$ cat src/rtl/script_pkg.sv
// Shared definitions for the script sequencer: script word layout, opcodes
// and FSM state encoding.
package script_pkg;

  localparam int WORD_WIDTH  = 36;

  localparam int PAYLOAD_MSB = 35;
  localparam int PAYLOAD_LSB = 18;
  localparam int OPCODE_MSB  = 17;
  localparam int OPCODE_LSB  = 16;
  localparam int COUNT_MSB   = 15;
  localparam int COUNT_LSB   = 0;

  localparam int PAYLOAD_W   = PAYLOAD_MSB - PAYLOAD_LSB + 1;
  localparam int OPCODE_W    = OPCODE_MSB - OPCODE_LSB + 1;
  localparam int COUNT_W     = COUNT_MSB - COUNT_LSB + 1;

  localparam logic [OPCODE_W-1:0] OP_CMD   = 2'b00;
  localparam logic [OPCODE_W-1:0] OP_WAITF = 2'b01;
  localparam logic [OPCODE_W-1:0] OP_JUMP  = 2'b10;
  localparam logic [OPCODE_W-1:0] OP_HALT  = 2'b11;

  localparam int STATE_W = 3;
  localparam logic [STATE_W-1:0] ST_IDLE       = 3'd0;
  localparam logic [STATE_W-1:0] ST_FETCH      = 3'd1;
  localparam logic [STATE_W-1:0] ST_DECODE     = 3'd2;
  localparam logic [STATE_W-1:0] ST_ISSUE      = 3'd3;
  localparam logic [STATE_W-1:0] ST_WAIT_LINE  = 3'd4;
  localparam logic [STATE_W-1:0] ST_WAIT_FRAME = 3'd5;
  localparam logic [STATE_W-1:0] ST_HALTED     = 3'd6;

  function automatic logic [PAYLOAD_W-1:0] word_payload(input logic [WORD_WIDTH-1:0] w);
    return w[PAYLOAD_MSB:PAYLOAD_LSB];
  endfunction

  function automatic logic [OPCODE_W-1:0] word_opcode(input logic [WORD_WIDTH-1:0] w);
    return w[OPCODE_MSB:OPCODE_LSB];
  endfunction

  function automatic logic [COUNT_W-1:0] word_count(input logic [WORD_WIDTH-1:0] w);
    return w[COUNT_MSB:COUNT_LSB];
  endfunction

  function automatic logic state_is_busy(input logic [STATE_W-1:0] s);
    return (s != ST_IDLE) && (s != ST_HALTED);
  endfunction

endpackage

$ cat src/rtl/script_wait_counter.sv
// Loadable down-counter used to pace CMD and WAITF words by line/frame events.
// done_o is combinational so the sequencer can leave a wait on the final event.
module script_wait_counter #(
  parameter int WAIT_WIDTH = 16
) (
  input  logic                  clk,
  input  logic                  reset_n,
  input  logic                  load_i,
  input  logic [WAIT_WIDTH-1:0] load_value_i,
  input  logic                  event_i,
  output logic                  done_o
);

  logic [WAIT_WIDTH-1:0] count_q;
  logic [WAIT_WIDTH-1:0] count_d;

  always_comb begin
    count_d = count_q;
    if (load_i) begin
      count_d = load_value_i;
    end else if (event_i && (count_q != '0)) begin
      count_d = count_q - WAIT_WIDTH'(1);
    end
  end

  always_ff @(posedge clk or negedge reset_n) begin
    if (!reset_n) begin
      count_q <= '0;
    end else begin
      count_q <= count_d;
    end
  end

  assign done_o = (count_q == '0) || ((count_q == WAIT_WIDTH'(1)) && event_i);

endmodule

$ cat src/rtl/script_sequencer.sv
// Fetches 36-bit script words from a 1-cycle-latency ROM and either issues
// commands over valid/ready or pauses for line/frame events; supports jump/halt.
module script_sequencer
  import script_pkg::*;
#(
  parameter int ADDR_WIDTH = 9,
  parameter int CMD_WIDTH  = 18,
  parameter int WAIT_WIDTH = 16
) (
  input  logic                  clk,
  input  logic                  reset_n,
  input  logic                  start,
  input  logic                  stop,
  input  logic                  line_end,
  input  logic                  frame_end,
  output logic [ADDR_WIDTH-1:0] rom_addr,
  input  logic [WORD_WIDTH-1:0] rom_data,
  output logic                  cmd_valid,
  input  logic                  cmd_ready,
  output logic [CMD_WIDTH-1:0]  cmd_data,
  output logic                  busy,
  output logic                  halted,
  output logic [ADDR_WIDTH-1:0] pc
);

  logic [STATE_W-1:0]    state_q, state_d;
  logic [ADDR_WIDTH-1:0] pc_q, pc_d;
  logic                  cmd_valid_q, cmd_valid_d;
  logic [CMD_WIDTH-1:0]  cmd_data_q, cmd_data_d;
  logic                  stop_pend_q, stop_pend_d;

  logic [PAYLOAD_W-1:0]  payload;
  logic [OPCODE_W-1:0]   opcode;
  logic [COUNT_W-1:0]    count_field;
  logic [ADDR_WIDTH-1:0] pc_inc;
  logic [WAIT_WIDTH-1:0] cnt_value;
  logic                  cnt_load;
  logic                  cnt_event;
  logic                  cnt_done;
  logic                  handshake;

  assign payload     = word_payload(rom_data);
  assign opcode      = word_opcode(rom_data);
  assign count_field = word_count(rom_data);
  assign cnt_value   = WAIT_WIDTH'(count_field);
  assign pc_inc      = pc_q + ADDR_WIDTH'(1);
  assign handshake   = cmd_valid_q && cmd_ready;

  script_wait_counter #(
    .WAIT_WIDTH(WAIT_WIDTH)
  ) u_wait_counter (
    .clk         (clk),
    .reset_n     (reset_n),
    .load_i      (cnt_load),
    .load_value_i(cnt_value),
    .event_i     (cnt_event),
    .done_o      (cnt_done)
  );

  always_comb begin
    state_d     = state_q;
    pc_d        = pc_q;
    cmd_valid_d = cmd_valid_q;
    cmd_data_d  = cmd_data_q;
    stop_pend_d = stop_pend_q;
    cnt_load    = 1'b0;
    cnt_event   = 1'b0;

    case (state_q)
      ST_IDLE: begin
        if (start && !stop) begin
          pc_d    = '0;
          state_d = ST_FETCH;
        end
      end

      ST_FETCH: begin
        state_d = stop ? ST_IDLE : ST_DECODE;
      end

      ST_DECODE: begin
        if (stop) begin
          state_d = ST_IDLE;
        end else begin
          case (opcode)
            OP_CMD: begin
              cmd_data_d  = CMD_WIDTH'(payload);
              cmd_valid_d = 1'b1;
              cnt_load    = 1'b1;
              state_d     = ST_ISSUE;
            end
            OP_WAITF: begin
              cnt_load = 1'b1;
              state_d  = ST_WAIT_FRAME;
            end
            OP_JUMP: begin
              pc_d    = ADDR_WIDTH'(payload);
              state_d = ST_FETCH;
            end
            default: begin
              state_d = ST_HALTED;
            end
          endcase
        end
      end

      // A stop seen while a command is outstanding must not tear down the handshake;
      // it is remembered and honoured once the consumer has taken the word.
      ST_ISSUE: begin
        if (stop) begin
          stop_pend_d = 1'b1;
        end
        if (handshake) begin
          cmd_valid_d = 1'b0;
          stop_pend_d = 1'b0;
          if (stop || stop_pend_q) begin
            state_d = ST_IDLE;
          end else if (cnt_done) begin
            pc_d    = pc_inc;
            state_d = ST_FETCH;
          end else begin
            state_d = ST_WAIT_LINE;
          end
        end
      end

      ST_WAIT_LINE: begin
        cnt_event = line_end;
        if (stop) begin
          state_d = ST_IDLE;
        end else if (cnt_done) begin
          pc_d    = pc_inc;
          state_d = ST_FETCH;
        end
      end

      ST_WAIT_FRAME: begin
        cnt_event = frame_end;
        if (stop) begin
          state_d = ST_IDLE;
        end else if (cnt_done) begin
          pc_d    = pc_inc;
          state_d = ST_FETCH;
        end
      end

      ST_HALTED: begin
        if (stop) begin
          state_d = ST_IDLE;
        end else if (start) begin
          pc_d    = '0;
          state_d = ST_FETCH;
        end
      end

      default: begin
        cmd_valid_d = 1'b0;
        stop_pend_d = 1'b0;
        state_d     = ST_IDLE;
      end
    endcase
  end

  always_ff @(posedge clk or negedge reset_n) begin
    if (!reset_n) begin
      state_q     <= ST_IDLE;
      pc_q        <= '0;
      cmd_valid_q <= 1'b0;
      cmd_data_q  <= '0;
      stop_pend_q <= 1'b0;
    end else begin
      state_q     <= state_d;
      pc_q        <= pc_d;
      cmd_valid_q <= cmd_valid_d;
      cmd_data_q  <= cmd_data_d;
      stop_pend_q <= stop_pend_d;
    end
  end

  assign rom_addr  = pc_q;
  assign pc        = pc_q;
  assign cmd_valid = cmd_valid_q;
  assign cmd_data  = cmd_data_q;
  assign busy      = state_is_busy(state_q);
  assign halted    = (state_q == ST_HALTED);

endmodule

$ cat config.mk
export PLATFORM = sky130hd
export DESIGN_NAME = script_sequencer
export DESIGN_NICKNAME = d
export VERILOG_FILES = /design/src/rtl/script_pkg.sv /design/src/rtl/script_wait_counter.sv /design/src/rtl/script_sequencer.sv
export SDC_FILE = /design/constraint.sdc
export NUM_CORES = 1
export LEC_CHECK = 0
export CORE_AREA = 2 2 91 115
export CTS_CLUSTER_DIAMETER = 60
export DETAILED_ROUTE_END_ITERATION = 8
export DIE_AREA = 0 0 93 117
export MAX_ROUTING_LAYER = met4
export PLACE_DENSITY = 0.6
export SLEW_MARGIN = 20
export SYNTH_ARGS = -nofsm -noshare
export SYNTH_HDL_FRONTEND = slang
export SYNTH_SLANG_ARGS = --single-unit
$ cat constraint.sdc
create_clock -name clk -period 6.1 [get_ports clk]
set_clock_uncertainty 0.1 [all_clocks]
set_input_delay 1.525 -clock clk [delete_from_list [all_inputs] [get_ports clk]]
set_output_delay 1.525 -clock clk [all_outputs]
set_load 0.03 [all_outputs]
==> impl_metrics.env <==
export IMPL_hpwl_mm=5.26
export IMPL_min_path_type="reg -> reg"
export IMPL_drt_iter0_markers=156
export IMPL_clock_path_buffers=2
export IMPL_rsz0062_at_grt="false"
export IMPL_grt_overflow=0
export IMPL_design_area_um2=3930
export IMPL_initial_utilization=0.294
export IMPL_relSlewSlack=0.373
export IMPL_r2r_start="state_q[1]"
export IMPL_yosysTopAreaCell="dfrtp_1"
export IMPL_cp_arrival_ns=2.40
export IMPL_synth_compound_gate_area_share=0.169
export IMPL_diodes=0
export IMPL_yosys_warnings=0
export IMPL_die_w_um=93
export IMPL_dpl_instance_area_um2=3750
export IMPL_hp_start="cmd_data[0]"
export IMPL_io_pins=82
export IMPL_setup_tns_ns=0
export IMPL_wirelength_mm=7.19
export IMPL_via_count=2482
export IMPL_cts_setup_buffers=0
export IMPL_wl_per_cell_um=14.7
export IMPL_seq_area_um2=1200
export IMPL_cp_slowest_cell="clkdlybuf4s50_1"
export IMPL_finalHoldViolCount=0
export IMPL_cts_sinks=48
export IMPL_remaining_drc_errors=0
export IMPL_outcome="completed"
export IMPL_setup_viol=0
export IMPL_finalPower_uw=1870
export IMPL_ctsHoldBuffers=0
export IMPL_holdPathEnd="cmd_data[0]"
export IMPL_r2r_slack_ns=2.91
export IMPL_synth_seq_cells=48
export IMPL_postRouteAntennaNets=0
export IMPL_ir_drop_uv=186
export IMPL_seq_area_frac_synth=0.415
export IMPL_synth_xor_area_share=0.0424
export IMPL_core_area_um2=9850
export IMPL_multi_input_area_um2=1530
export IMPL_crit_family="simple AND/OR/NAND/NOR gates"
export IMPL_p_per_area_nw_per_um2=475
export IMPL_firstDrtPassIters=6
export IMPL_p_leak_uw=0.00148
export IMPL_synth_nets=340
export IMPL_synth_async_reset_ratio=1.00
export IMPL_holdPathStages=1
export IMPL_grt_max_degree=49
export IMPL_cts_resized_gates=0
export IMPL_syn_area_um2=2890
export IMPL_die_area_um2=10900
export IMPL_fmax_ghz=0.248
export IMPL_r2r_end="cmd_data[15]"
export IMPL_synth_area_mux_share=0.0886
export IMPL_cp_data_required_time_ns=4.47
export IMPL_cp_max_fo=15
export IMPL_die_h_um=117
export IMPL_r2r_cells=4
export IMPL_period_share=0.660
export IMPL_n_fill_cell=1001
export IMPL_synth_fa_ha_area_frac=0.0346
export IMPL_area_delta_synth_final_pct=35.6
export IMPL_place_gp_congestion=0.872
export IMPL_rows=41
export IMPL_track_usage=0.137
export IMPL_cts_tree="yes"
export IMPL_cts_buffers=5
export IMPL_finalMaxSlewViolations=0
export IMPL_fin_nets=409
export IMPL_synth_simple_gate_area_share=0.189
export IMPL_clkLatencyLatePin_ns=0.29
export IMPL_clock_root_buffer="clkbuf_16"
export IMPL_clkTransAtPathRegs_ns=0.07
export IMPL_crit_chain="nor2b_1, or3_1, clkdlybuf4s50_1"
export IMPL_syn_area_per_cell_um2=10.0
export IMPL_synth_edf_count=0
export IMPL_portBuffers=81
export IMPL_maxCapViolCount=0
export IMPL_synthCells=289
export IMPL_yosys_top_cells_area="dfrtp_1 (42%), mux2_2 (7.8%), xnor2_1 (4.2%), a21oi_1 (4.0%), ha_1 (3.5%)"
export IMPL_slowest_delay_ns=0.69
export IMPL_worst_slew_pin_slew_ns=0.938
export IMPL_synth_main_ff_cell="dfrtp_1"
export IMPL_vias_per_cell=5.09
export IMPL_grt_pass1_wl_mm=11.7
export IMPL_synth_cell_types=57
export IMPL_start_kind="flop"
export IMPL_cp_num_buf_inv=1
export IMPL_grt_pass1_vias=2426
export IMPL_antenna_found_initial=0
export IMPL_synth_top_family_by_area="simple AND/OR/NAND/NOR gates"
export IMPL_synth_top_area_share=0.415
export IMPL_min_period_ns=4.03
export IMPL_crit_path_end_kind="output port"
export IMPL_h_tree_depth=2
export IMPL_post_route_cells_drive_above_1_share=0.136
export IMPL_critical_path_class="reg -> out"
cells in the mapped netlist (2+ instances only):
cell type	n
ha_1	8
nor2_1	22
nand2b_1	2
o2111ai_1	3
nor2b_1	5
nor4_1	9
clkbuf_1	6
buf_1	2
a32oi_1	2
buf_4	10
or4_4	2
a21oi_1	23
xnor2_1	14
nand4_1	8
nor3_1	4
nor4b_1	2
o21ai_0	8
mux2i_1	2
o22ai_1	2
and3_1	2
or4_1	2
inv_1	8
nand2_1	11
buf_6	3
a211oi_1	6
o2bb2ai_1	6
dfrtp_1	48
a21o_1	2
o211ai_1	3
or2_2	4
a2111oi_0	2
nand3_1	7
or3_1	5
mux2_2	20
a31oi_1	4
sequential cells by signal, summed over array words and instances (netlist names):
signal	count
cmd_data	18
u_wait_counter.count_q	16
pc	9
state_q	3
cmd_valid	1
stop_pend_q	1
stage by stage:
step	cells	hold WS [ns]	setup slack (ns)	util
detailed placement	480	0.394	2.12	0.381
global placement	480	0.391	2.19	0.381
CTS	488	0.411	2.10	0.399
global route	488	0.423	1.95	0.399
finish	488	0.407	2.07	0.399
floorplan	289	0.429	3.03	-
cell usage in the layout (no fill, tap or decap), types with 2 or more instances in the layout:
| cell | n |
|---|---|
| or3_1 | 5 |
| o2111ai_1 | 2 |
| nor2b_1 | 5 |
| clkdlybuf4s50_1 | 80 |
| buf_4 | 3 |
| a21oi_1 | 23 |
| o22ai_1 | 2 |
| o21ai_0 | 8 |
| clkinv_4 | 2 |
| nor4_1 | 8 |
| and3_1 | 2 |
| inv_1 | 8 |
| clkbuf_16 | 5 |
| ha_1 | 8 |
| or2_2 | 4 |
| or4_4 | 2 |
| dfrtp_1 | 48 |
| nand4_1 | 8 |
| o211ai_1 | 3 |
| nand3_1 | 7 |
| a211oi_1 | 6 |
| nor3_1 | 4 |
| a2111oi_0 | 2 |
| mux2_2 | 20 |
| a32oi_1 | 2 |
| a21o_1 | 2 |
| mux2i_1 | 2 |
| nor2_1 | 22 |
| xnor2_1 | 14 |
| nand2_1 | 11 |
| nor4b_1 | 2 |
| or4_1 | 2 |
| o2bb2ai_1 | 6 |
| a31oi_1 | 4 |
| nand2b_1 | 2 |
how the worst max path moves through the flow:
| stage | from | to | slack, ns | depth (start not counted) |
|---|---|---|---|---|
| final | state_q[2] | busy | 2.07 | 3 |
| after global routing | state_q[2] | busy | 1.95 | 3 |
| after CTS | state_q[2] | busy | 2.10 | 3 |
| after detailed placement | stop | pc[0] | 2.12 | 6 |
| after global placement | stop | pc[0] | 2.19 | 6 |
| after floorplan | stop | pc[0] | 3.03 | 5 |
per-layer routing:
metal | GRT usage | share of wire
met5 | - | 0
met1 | 0.166 | 0.44
met2 | 0.239 | 0.50
met3 | 0.0205 | 0.040
met4 | 0.0402 | 0.015
power breakdown:
group	internal (µW)	leakage [µW]	switching, µW	total [µW]
combinational	421	0.000797	500	921
clock	195	0.0000840	124	319
sequential	460	0.000598	166	626
layout make-up:
type | instances | share of cell area
tap | 129 | 0.0411
clock inverter | 3 | 0.0121
inverter | 9 | 0.00861
timing repair buffer | 84 | 0.211
multi-input combinational | 210 | 0.389
clock buffer | 5 | 0.0319
sequential | 48 | 0.306
cells by family (layout without fill, tap and decap cells):
logic type | after synthesis | count (layout)
buf+inv | 31 | 101
simple gates | 93 | 93
xor+xnor | 14 | 14
fa+ha+maj | 8 | 8
mux | 23 | 23
flops | 48 | 48
compound gates | 72 | 72
No activity file was read; power rests on OpenSTA's default activity.
